===== src/rtl/apb_req_arbiter_if.sv =====
// Signal bundle for the two-requester APB master: requester handshakes plus the APB bus.
// "master" is the arbiter's view; "slave" is the view of the requesters and the APB slave.
interface apb_req_arbiter_if;
  logic       req0;
  logic       req1;
  logic       req_write0;
  logic       req_write1;
  logic [8:0] req_addr0;
  logic [8:0] req_addr1;
  logic [7:0] req_wdata0;
  logic [7:0] req_wdata1;
  logic       done0;
  logic       done1;
  logic [7:0] rdata0;
  logic [7:0] rdata1;
  logic       err0;
  logic       err1;
  logic       PSEL1;
  logic       PSEL2;
  logic       PENABLE;
  logic       PWRITE;
  logic [8:0] PADDR;
  logic [7:0] PWDATA;
  logic       PREADY;
  logic       PSLVERR;
  logic [7:0] PRDATA;

  modport master (
    input  req0, req1, req_write0, req_write1, req_addr0, req_addr1,
           req_wdata0, req_wdata1, PREADY, PSLVERR, PRDATA,
    output done0, done1, rdata0, rdata1, err0, err1,
           PSEL1, PSEL2, PENABLE, PWRITE, PADDR, PWDATA
  );

  modport slave (
    output req0, req1, req_write0, req_write1, req_addr0, req_addr1,
           req_wdata0, req_wdata1, PREADY, PSLVERR, PRDATA,
    input  done0, done1, rdata0, rdata1, err0, err1,
           PSEL1, PSEL2, PENABLE, PWRITE, PADDR, PWDATA
  );
endinterface


===== src/rtl/apb_req_arbiter.sv =====
// Round-robin arbiter that turns two requester ports into APB transfers, with a
// wait-state timeout that aborts a stalled ACCESS phase.
module apb_req_arbiter #(
  parameter int unsigned WAIT_MAX = 15
) (
  input logic               PCLK,
  input logic               PRESET,
  apb_req_arbiter_if.master bus
);

  typedef enum logic [1:0] {
    IDLE   = 2'd0,
    SETUP  = 2'd1,
    ACCESS = 2'd2
  } state_t;

  // Abort fires on the ACCESS cycle whose count is WAIT_MAX-1, i.e. the WAIT_MAX-th stalled cycle.
  localparam logic [7:0] WAIT_LAST = 8'(WAIT_MAX - 1);

  state_t     state;
  state_t     state_nxt;
  logic [7:0] wait_cnt;
  logic [7:0] wait_cnt_nxt;
  logic       last_gnt;
  logic       last_gnt_nxt;
  logic       gnt;
  logic       gnt_nxt;

  logic       psel1;
  logic       psel1_nxt;
  logic       psel2;
  logic       psel2_nxt;
  logic       penable;
  logic       penable_nxt;
  logic       pwrite;
  logic       pwrite_nxt;
  logic [8:0] paddr;
  logic [8:0] paddr_nxt;
  logic [7:0] pwdata;
  logic [7:0] pwdata_nxt;

  logic       done0;
  logic       done0_nxt;
  logic       done1;
  logic       done1_nxt;
  logic       err0;
  logic       err0_nxt;
  logic       err1;
  logic       err1_nxt;
  logic [7:0] rdata0;
  logic [7:0] rdata0_nxt;
  logic [7:0] rdata1;
  logic [7:0] rdata1_nxt;

  logic       elig0;
  logic       elig1;
  logic       win;
  logic [8:0] win_addr;
  logic       win_write;
  logic [7:0] win_wdata;

  // A requester still showing its done pulse would otherwise be re-granted off its held req.
  assign elig0     = bus.req0 & ~done0;
  assign elig1     = bus.req1 & ~done1;
  assign win       = (elig0 & elig1) ? ~last_gnt : elig1;
  assign win_addr  = win ? bus.req_addr1  : bus.req_addr0;
  assign win_write = win ? bus.req_write1 : bus.req_write0;
  assign win_wdata = win ? bus.req_wdata1 : bus.req_wdata0;

  always_ff @(posedge PCLK) begin
    if (PRESET) begin
      state    <= IDLE;
      wait_cnt <= 8'd0;
      last_gnt <= 1'b1;
      gnt      <= 1'b0;
      psel1    <= 1'b0;
      psel2    <= 1'b0;
      penable  <= 1'b0;
      pwrite   <= 1'b0;
      paddr    <= 9'd0;
      pwdata   <= 8'd0;
      done0    <= 1'b0;
      done1    <= 1'b0;
      err0     <= 1'b0;
      err1     <= 1'b0;
      rdata0   <= 8'h00;
      rdata1   <= 8'h00;
    end else begin
      state    <= state_nxt;
      wait_cnt <= wait_cnt_nxt;
      last_gnt <= last_gnt_nxt;
      gnt      <= gnt_nxt;
      psel1    <= psel1_nxt;
      psel2    <= psel2_nxt;
      penable  <= penable_nxt;
      pwrite   <= pwrite_nxt;
      paddr    <= paddr_nxt;
      pwdata   <= pwdata_nxt;
      done0    <= done0_nxt;
      done1    <= done1_nxt;
      err0     <= err0_nxt;
      err1     <= err1_nxt;
      rdata0   <= rdata0_nxt;
      rdata1   <= rdata1_nxt;
    end
  end

  always_comb begin
    state_nxt    = state;
    wait_cnt_nxt = wait_cnt;
    last_gnt_nxt = last_gnt;
    gnt_nxt      = gnt;
    psel1_nxt    = psel1;
    psel2_nxt    = psel2;
    penable_nxt  = penable;
    pwrite_nxt   = pwrite;
    paddr_nxt    = paddr;
    pwdata_nxt   = pwdata;
    done0_nxt    = 1'b0;
    done1_nxt    = 1'b0;
    err0_nxt     = err0;
    err1_nxt     = err1;
    rdata0_nxt   = rdata0;
    rdata1_nxt   = rdata1;

    case (state)
      IDLE: begin
        if (elig0 | elig1) begin
          state_nxt    = SETUP;
          gnt_nxt      = win;
          last_gnt_nxt = win;
          paddr_nxt    = win_addr;
          pwrite_nxt   = win_write;
          pwdata_nxt   = win_wdata;
          psel1_nxt    = ~win_addr[8];
          psel2_nxt    = win_addr[8];
          penable_nxt  = 1'b0;
        end
      end

      SETUP: begin
        state_nxt    = ACCESS;
        penable_nxt  = 1'b1;
        wait_cnt_nxt = 8'd0;
      end

      ACCESS: begin
        if (bus.PREADY || (wait_cnt == WAIT_LAST)) begin
          state_nxt   = IDLE;
          psel1_nxt   = 1'b0;
          psel2_nxt   = 1'b0;
          penable_nxt = 1'b0;
          if (gnt) begin
            done1_nxt = 1'b1;
            err1_nxt  = bus.PREADY ? bus.PSLVERR : 1'b1;
            if (bus.PREADY && !pwrite) begin
              rdata1_nxt = bus.PRDATA;
            end
          end else begin
            done0_nxt = 1'b1;
            err0_nxt  = bus.PREADY ? bus.PSLVERR : 1'b1;
            if (bus.PREADY && !pwrite) begin
              rdata0_nxt = bus.PRDATA;
            end
          end
        end else begin
          wait_cnt_nxt = wait_cnt + 8'd1;
        end
      end

      default: begin
        state_nxt   = IDLE;
        psel1_nxt   = 1'b0;
        psel2_nxt   = 1'b0;
        penable_nxt = 1'b0;
      end
    endcase
  end

  assign bus.PSEL1   = psel1;
  assign bus.PSEL2   = psel2;
  assign bus.PENABLE = penable;
  assign bus.PWRITE  = pwrite;
  assign bus.PADDR   = paddr;
  assign bus.PWDATA  = pwdata;
  assign bus.done0   = done0;
  assign bus.done1   = done1;
  assign bus.err0    = err0;
  assign bus.err1    = err1;
  assign bus.rdata0  = rdata0;
  assign bus.rdata1  = rdata1;

  a_psel_onehot: assert property (@(posedge PCLK) !(psel1 && psel2));
  a_penable_access: assert property (@(posedge PCLK) penable |-> (psel1 || psel2));

endmodule


===== src/flat_wrapper.sv =====
// flat-port wrapper written by rule: the top's interface ports become plain ports
module apb_req_arbiter_flat 
#(
  parameter int unsigned WAIT_MAX = 15
)
  (PCLK, PRESET, bus_req0, bus_req1, bus_req_write0, bus_req_write1, bus_req_addr0, bus_req_addr1, bus_req_wdata0, bus_req_wdata1, bus_PREADY, bus_PSLVERR, bus_PRDATA, bus_done0, bus_done1, bus_rdata0, bus_rdata1, bus_err0, bus_err1, bus_PSEL1, bus_PSEL2, bus_PENABLE, bus_PWRITE, bus_PADDR, bus_PWDATA);
  apb_req_arbiter_if bus_i ();
  input logic PCLK;
  input logic PRESET;
  input wire logic [$bits(bus_i.req0)-1:0] bus_req0;
  input wire logic [$bits(bus_i.req1)-1:0] bus_req1;
  input wire logic [$bits(bus_i.req_write0)-1:0] bus_req_write0;
  input wire logic [$bits(bus_i.req_write1)-1:0] bus_req_write1;
  input wire logic [$bits(bus_i.req_addr0)-1:0] bus_req_addr0;
  input wire logic [$bits(bus_i.req_addr1)-1:0] bus_req_addr1;
  input wire logic [$bits(bus_i.req_wdata0)-1:0] bus_req_wdata0;
  input wire logic [$bits(bus_i.req_wdata1)-1:0] bus_req_wdata1;
  input wire logic [$bits(bus_i.PREADY)-1:0] bus_PREADY;
  input wire logic [$bits(bus_i.PSLVERR)-1:0] bus_PSLVERR;
  input wire logic [$bits(bus_i.PRDATA)-1:0] bus_PRDATA;
  output wire logic [$bits(bus_i.done0)-1:0] bus_done0;
  output wire logic [$bits(bus_i.done1)-1:0] bus_done1;
  output wire logic [$bits(bus_i.rdata0)-1:0] bus_rdata0;
  output wire logic [$bits(bus_i.rdata1)-1:0] bus_rdata1;
  output wire logic [$bits(bus_i.err0)-1:0] bus_err0;
  output wire logic [$bits(bus_i.err1)-1:0] bus_err1;
  output wire logic [$bits(bus_i.PSEL1)-1:0] bus_PSEL1;
  output wire logic [$bits(bus_i.PSEL2)-1:0] bus_PSEL2;
  output wire logic [$bits(bus_i.PENABLE)-1:0] bus_PENABLE;
  output wire logic [$bits(bus_i.PWRITE)-1:0] bus_PWRITE;
  output wire logic [$bits(bus_i.PADDR)-1:0] bus_PADDR;
  output wire logic [$bits(bus_i.PWDATA)-1:0] bus_PWDATA;
  assign bus_i.req0 = bus_req0;
  assign bus_i.req1 = bus_req1;
  assign bus_i.req_write0 = bus_req_write0;
  assign bus_i.req_write1 = bus_req_write1;
  assign bus_i.req_addr0 = bus_req_addr0;
  assign bus_i.req_addr1 = bus_req_addr1;
  assign bus_i.req_wdata0 = bus_req_wdata0;
  assign bus_i.req_wdata1 = bus_req_wdata1;
  assign bus_i.PREADY = bus_PREADY;
  assign bus_i.PSLVERR = bus_PSLVERR;
  assign bus_i.PRDATA = bus_PRDATA;
  assign bus_done0 = bus_i.done0;
  assign bus_done1 = bus_i.done1;
  assign bus_rdata0 = bus_i.rdata0;
  assign bus_rdata1 = bus_i.rdata1;
  assign bus_err0 = bus_i.err0;
  assign bus_err1 = bus_i.err1;
  assign bus_PSEL1 = bus_i.PSEL1;
  assign bus_PSEL2 = bus_i.PSEL2;
  assign bus_PENABLE = bus_i.PENABLE;
  assign bus_PWRITE = bus_i.PWRITE;
  assign bus_PADDR = bus_i.PADDR;
  assign bus_PWDATA = bus_i.PWDATA;
  apb_req_arbiter #(.WAIT_MAX(WAIT_MAX)) u_core (.PCLK(PCLK), .PRESET(PRESET), .bus(bus_i));
endmodule

===== config.mk =====
export PLATFORM = sky130hd
export DESIGN_NAME = apb_req_arbiter_flat
export DESIGN_NICKNAME = d
export VERILOG_FILES = /design/src/rtl/apb_req_arbiter_if.sv /design/src/rtl/apb_req_arbiter.sv /design/src/flat_wrapper.sv
export SDC_FILE = /design/constraint.sdc
export NUM_CORES = 1
export LEC_CHECK = 0
export CORE_MARGIN = 4
export CORE_UTILIZATION = 39
export CTS_BUF_LIST = sky130_fd_sc_hd__clkbuf_16
export DETAILED_ROUTE_END_ITERATION = 12
export GPL_TIMING_DRIVEN = 0
export PLACE_DENSITY_LB_ADDON = 0.05
export REMOVE_ABC_BUFFERS = 1
export SLEW_MARGIN = 20
export SYNTH_ARGS = -nofsm -noshare
export SYNTH_HDL_FRONTEND = slang
export SYNTH_SLANG_ARGS = --single-unit

===== constraint.sdc =====
create_clock -name PCLK -period 1.7 [get_ports PCLK]
set_input_delay 0.34 -clock PCLK [delete_from_list [all_inputs] [get_ports PCLK]]
set_output_delay 0.34 -clock PCLK [all_outputs]
set_load 0.02 [all_outputs]

==> metrics <==
Clk pin slew, worst setup/hold paths 0.07 ns; Critical Path AT 1.87 ns; IO Count 91; clock net sink count 53; VDD IR max 0.415 mV; Worst path max stage delay 0.62 ns; core area 5610 sq um; Finished Layout Cells 394; CTS root buffer clkbuf_16; Layout Skew 0.00423 ns; drc violations 0; worst path cell trace inv_1 > ha_1 > nand3_2 > o21bai_4 > or4b_2 > nand3_1; fin crit period 1.64 ns; Row Count 27; async set-or-reset flop fraction in the synthesized netlist 0%; diode count 0; Final #Nets 373; Initial Util 40.7%; #FFs+latches synth 53; initial drt markers 100; register area share after synthesis 46.4%; setup violators final 0; Synthesis Warnings 0; Mapped Cells 231; Clock Latency Late Sink 0.29 ns; status completed; initial antenna violation count 0; DRT Wirelength 5410 um; Antenna Violating Nets Remaining 0; slew at the pin with the worst max-slew slack 0.444 ns; first-pass GRT wire length 8850 um; Period Utilization, post-route 96.3%; Max Clk Rate 0.611 GHz; layout cells sized above 1 10.2%; Critical Path Start Type flip-flop; Max-slew headroom 70.2%; GRT overflow 0; slowest CP cell or4b_2; clk buf depth 2; vias in the first global route 1832; htree depth 2; total CTS buffers 5; critical path class reg -> reg; Cell variety after synth 44; RSZ-0062 raised after global routing no; number of I/O port buffers 90; DP Wirelength 3780 um; CP required 1.93 ns; post-route core utilization 62.7%; Critical Path Fanout Max 8; Slew Limit Fails 0; Worst Setup End Kind flip-flop; via-per-instance ratio 4.97; Mapped Area 2280 sq um; TritonCTS clock tree yes; Cell Pwr Density 866 nW/um^2; GP Congestion 0.727; DRT Pass-1 Iters 4; total track usage 15.0%; WL/cell 13.7 um; vias 1959; Layout area overhead 53.8%; Die Area 7150 sq um; worst hold path type in -> reg; average footprint of a synthesized cell 9.89 sq um; largest net degree at the start of global routing 44; placed cell count 380; Die Y 84.5 um; Leakage 0.00141 uW; CTS hold repair buffers 0; Top FF cell, synth dfxtp_1; reported max-cap violation count 0; Fin. Hold Viols 0; number of synthesized flops with an enable pin 0; die width 84.5 um
cell usage after synthesis, drive strengths merged (2+ instances only):
library cell	count	share of area, %
o21ai	6	1.8
or4	2	0.82
nand2	3	0.49
o211ai	2	0.66
nor3b	4	1.5
o21a	2	0.66
buf	10	2.7
nor2	39	6.4
mux2i	35	15
clkbuf	6	0.99
dfxtp	53	46
nor2b	7	1.9
a211oi	19	6.2
ha	2	1.1
nand3b	6	2.0
nor3	3	0.66
or3	2	0.55
nand3	6	1.3
a21oi	2	0.44
or2	2	0.55
o32ai	2	0.77
a21boi	2	0.66
registers in the layout, summed over array words and instances, names as in the netlist, 2 cells and up:
register and flops:
u_core.state 2, u_core.bus.PADDR 9, u_core.bus.rdata1 8, u_core.bus.rdata0 8, u_core.bus.PWDATA 8, u_core.wait_cnt 8
path summary, 6_finish.rpt:
kind / from / end / slack, ns / depth (start not counted)
hold / removal: PRESET / u_core.bus.PADDR[6] / 0.44 / 2
setup reg to reg: u_core.wait_cnt[0] / u_core.wait_cnt[1] / 0.06 / 6
setup / recovery: u_core.wait_cnt[0] / u_core.wait_cnt[1] / 0.06 / 6
hold reg to reg: u_core.wait_cnt[7] / u_core.wait_cnt[7] / 0.48 / 1
timing repair:
item / 4_1_cts / 5_1_grt
setup buffers: 5 / 1
gates resized for setup: 6 / 7
endpoints found under the setup margin: 36 / 23
pin swaps: 3 / 2
cell usage in the layout (no fill, tap or decap), types with 3 or more instances in the layout:
cell,count
clkdlybuf4s50_1,86
nor3_1,3
dfxtp_1,51
a211oi_1,19
clkbuf_16,5
buf_12,4
nand3b_1,6
nor2_1,39
buf_4,4
nand2_1,3
nand3_1,5
o21ai_0,4
nor2b_1,5
mux2i_1,35
worst max-delay path: cells and delay by family (launching register included):
family,cells,cell delay (ns)
simple gates,3,0.85
flops,1,0.37
fa+ha+maj,1,0.20
compound gates,1,0.10
buf+inv,1,0.06
per-layer routing:
| layer | vias to the layer above | part of all wire, % | GRT usage, % |
|---|---|---|---|
| li1 | 1019 | - | - |
| met1 | 870 | 46 | 19.4 |
| met2 | 64 | 42 | 22.3 |
| met3 | 6 | 11 | 7.26 |
| met4 | 0 | 1.1 | 4.32 |
| met5 | - | 0 | 0 |
where the power goes:
part / switching [uW] / internal (uW) / total (uW) / leakage, uW
logic: 301 / 367 / 668 / 0.000905
registers: 54.2 / 1320 / 1380 / 0.000434
clock network: 459 / 541 / 1000 / 0.0000672
stage by stage:
step | cell area (sq um) | worst slack (ns) | hold WS (ns) | TNS (ns) | power [uW]
after global routing | 3510 | 0.000571 | 0.468 | 0 | 3180
after detailed placement | 3250 | -0.508 | 0.467 | -13.63 | 2030
after floorplan | 2200 | -0.235 | 0.409 | -1.88 | 1690
after global placement | 3190 | -1.33 | 0.458 | -46.37 | 2010
final | 3510 | 0.0626 | 0.441 | 0 | 3040
after CTS | 3480 | 0.00165 | 0.450 | 0 | 3070
kinds of logic after synthesis:
| family | share of synthesized area, % |
|---|---|
| mux | 15.3 |
| buf+inv | 3.83 |
| flops | 46.4 |
| compound gates | 14.6 |
| fa+ha+maj | 1.10 |
| simple gates | 18.3 |
| xor+xnor | 0.383 |
area by class of cell:
cell class	count	area, sq um
clock buffer	5	125
clock inverter	3	18.8
fill	512	2090
inverter	1	3.75
multi-input combinational	161	1180
sequential	53	1060
tap	72	90.1
timing repair buffer	99	1040
Note: power is estimated with default switching activity, not from simulation.
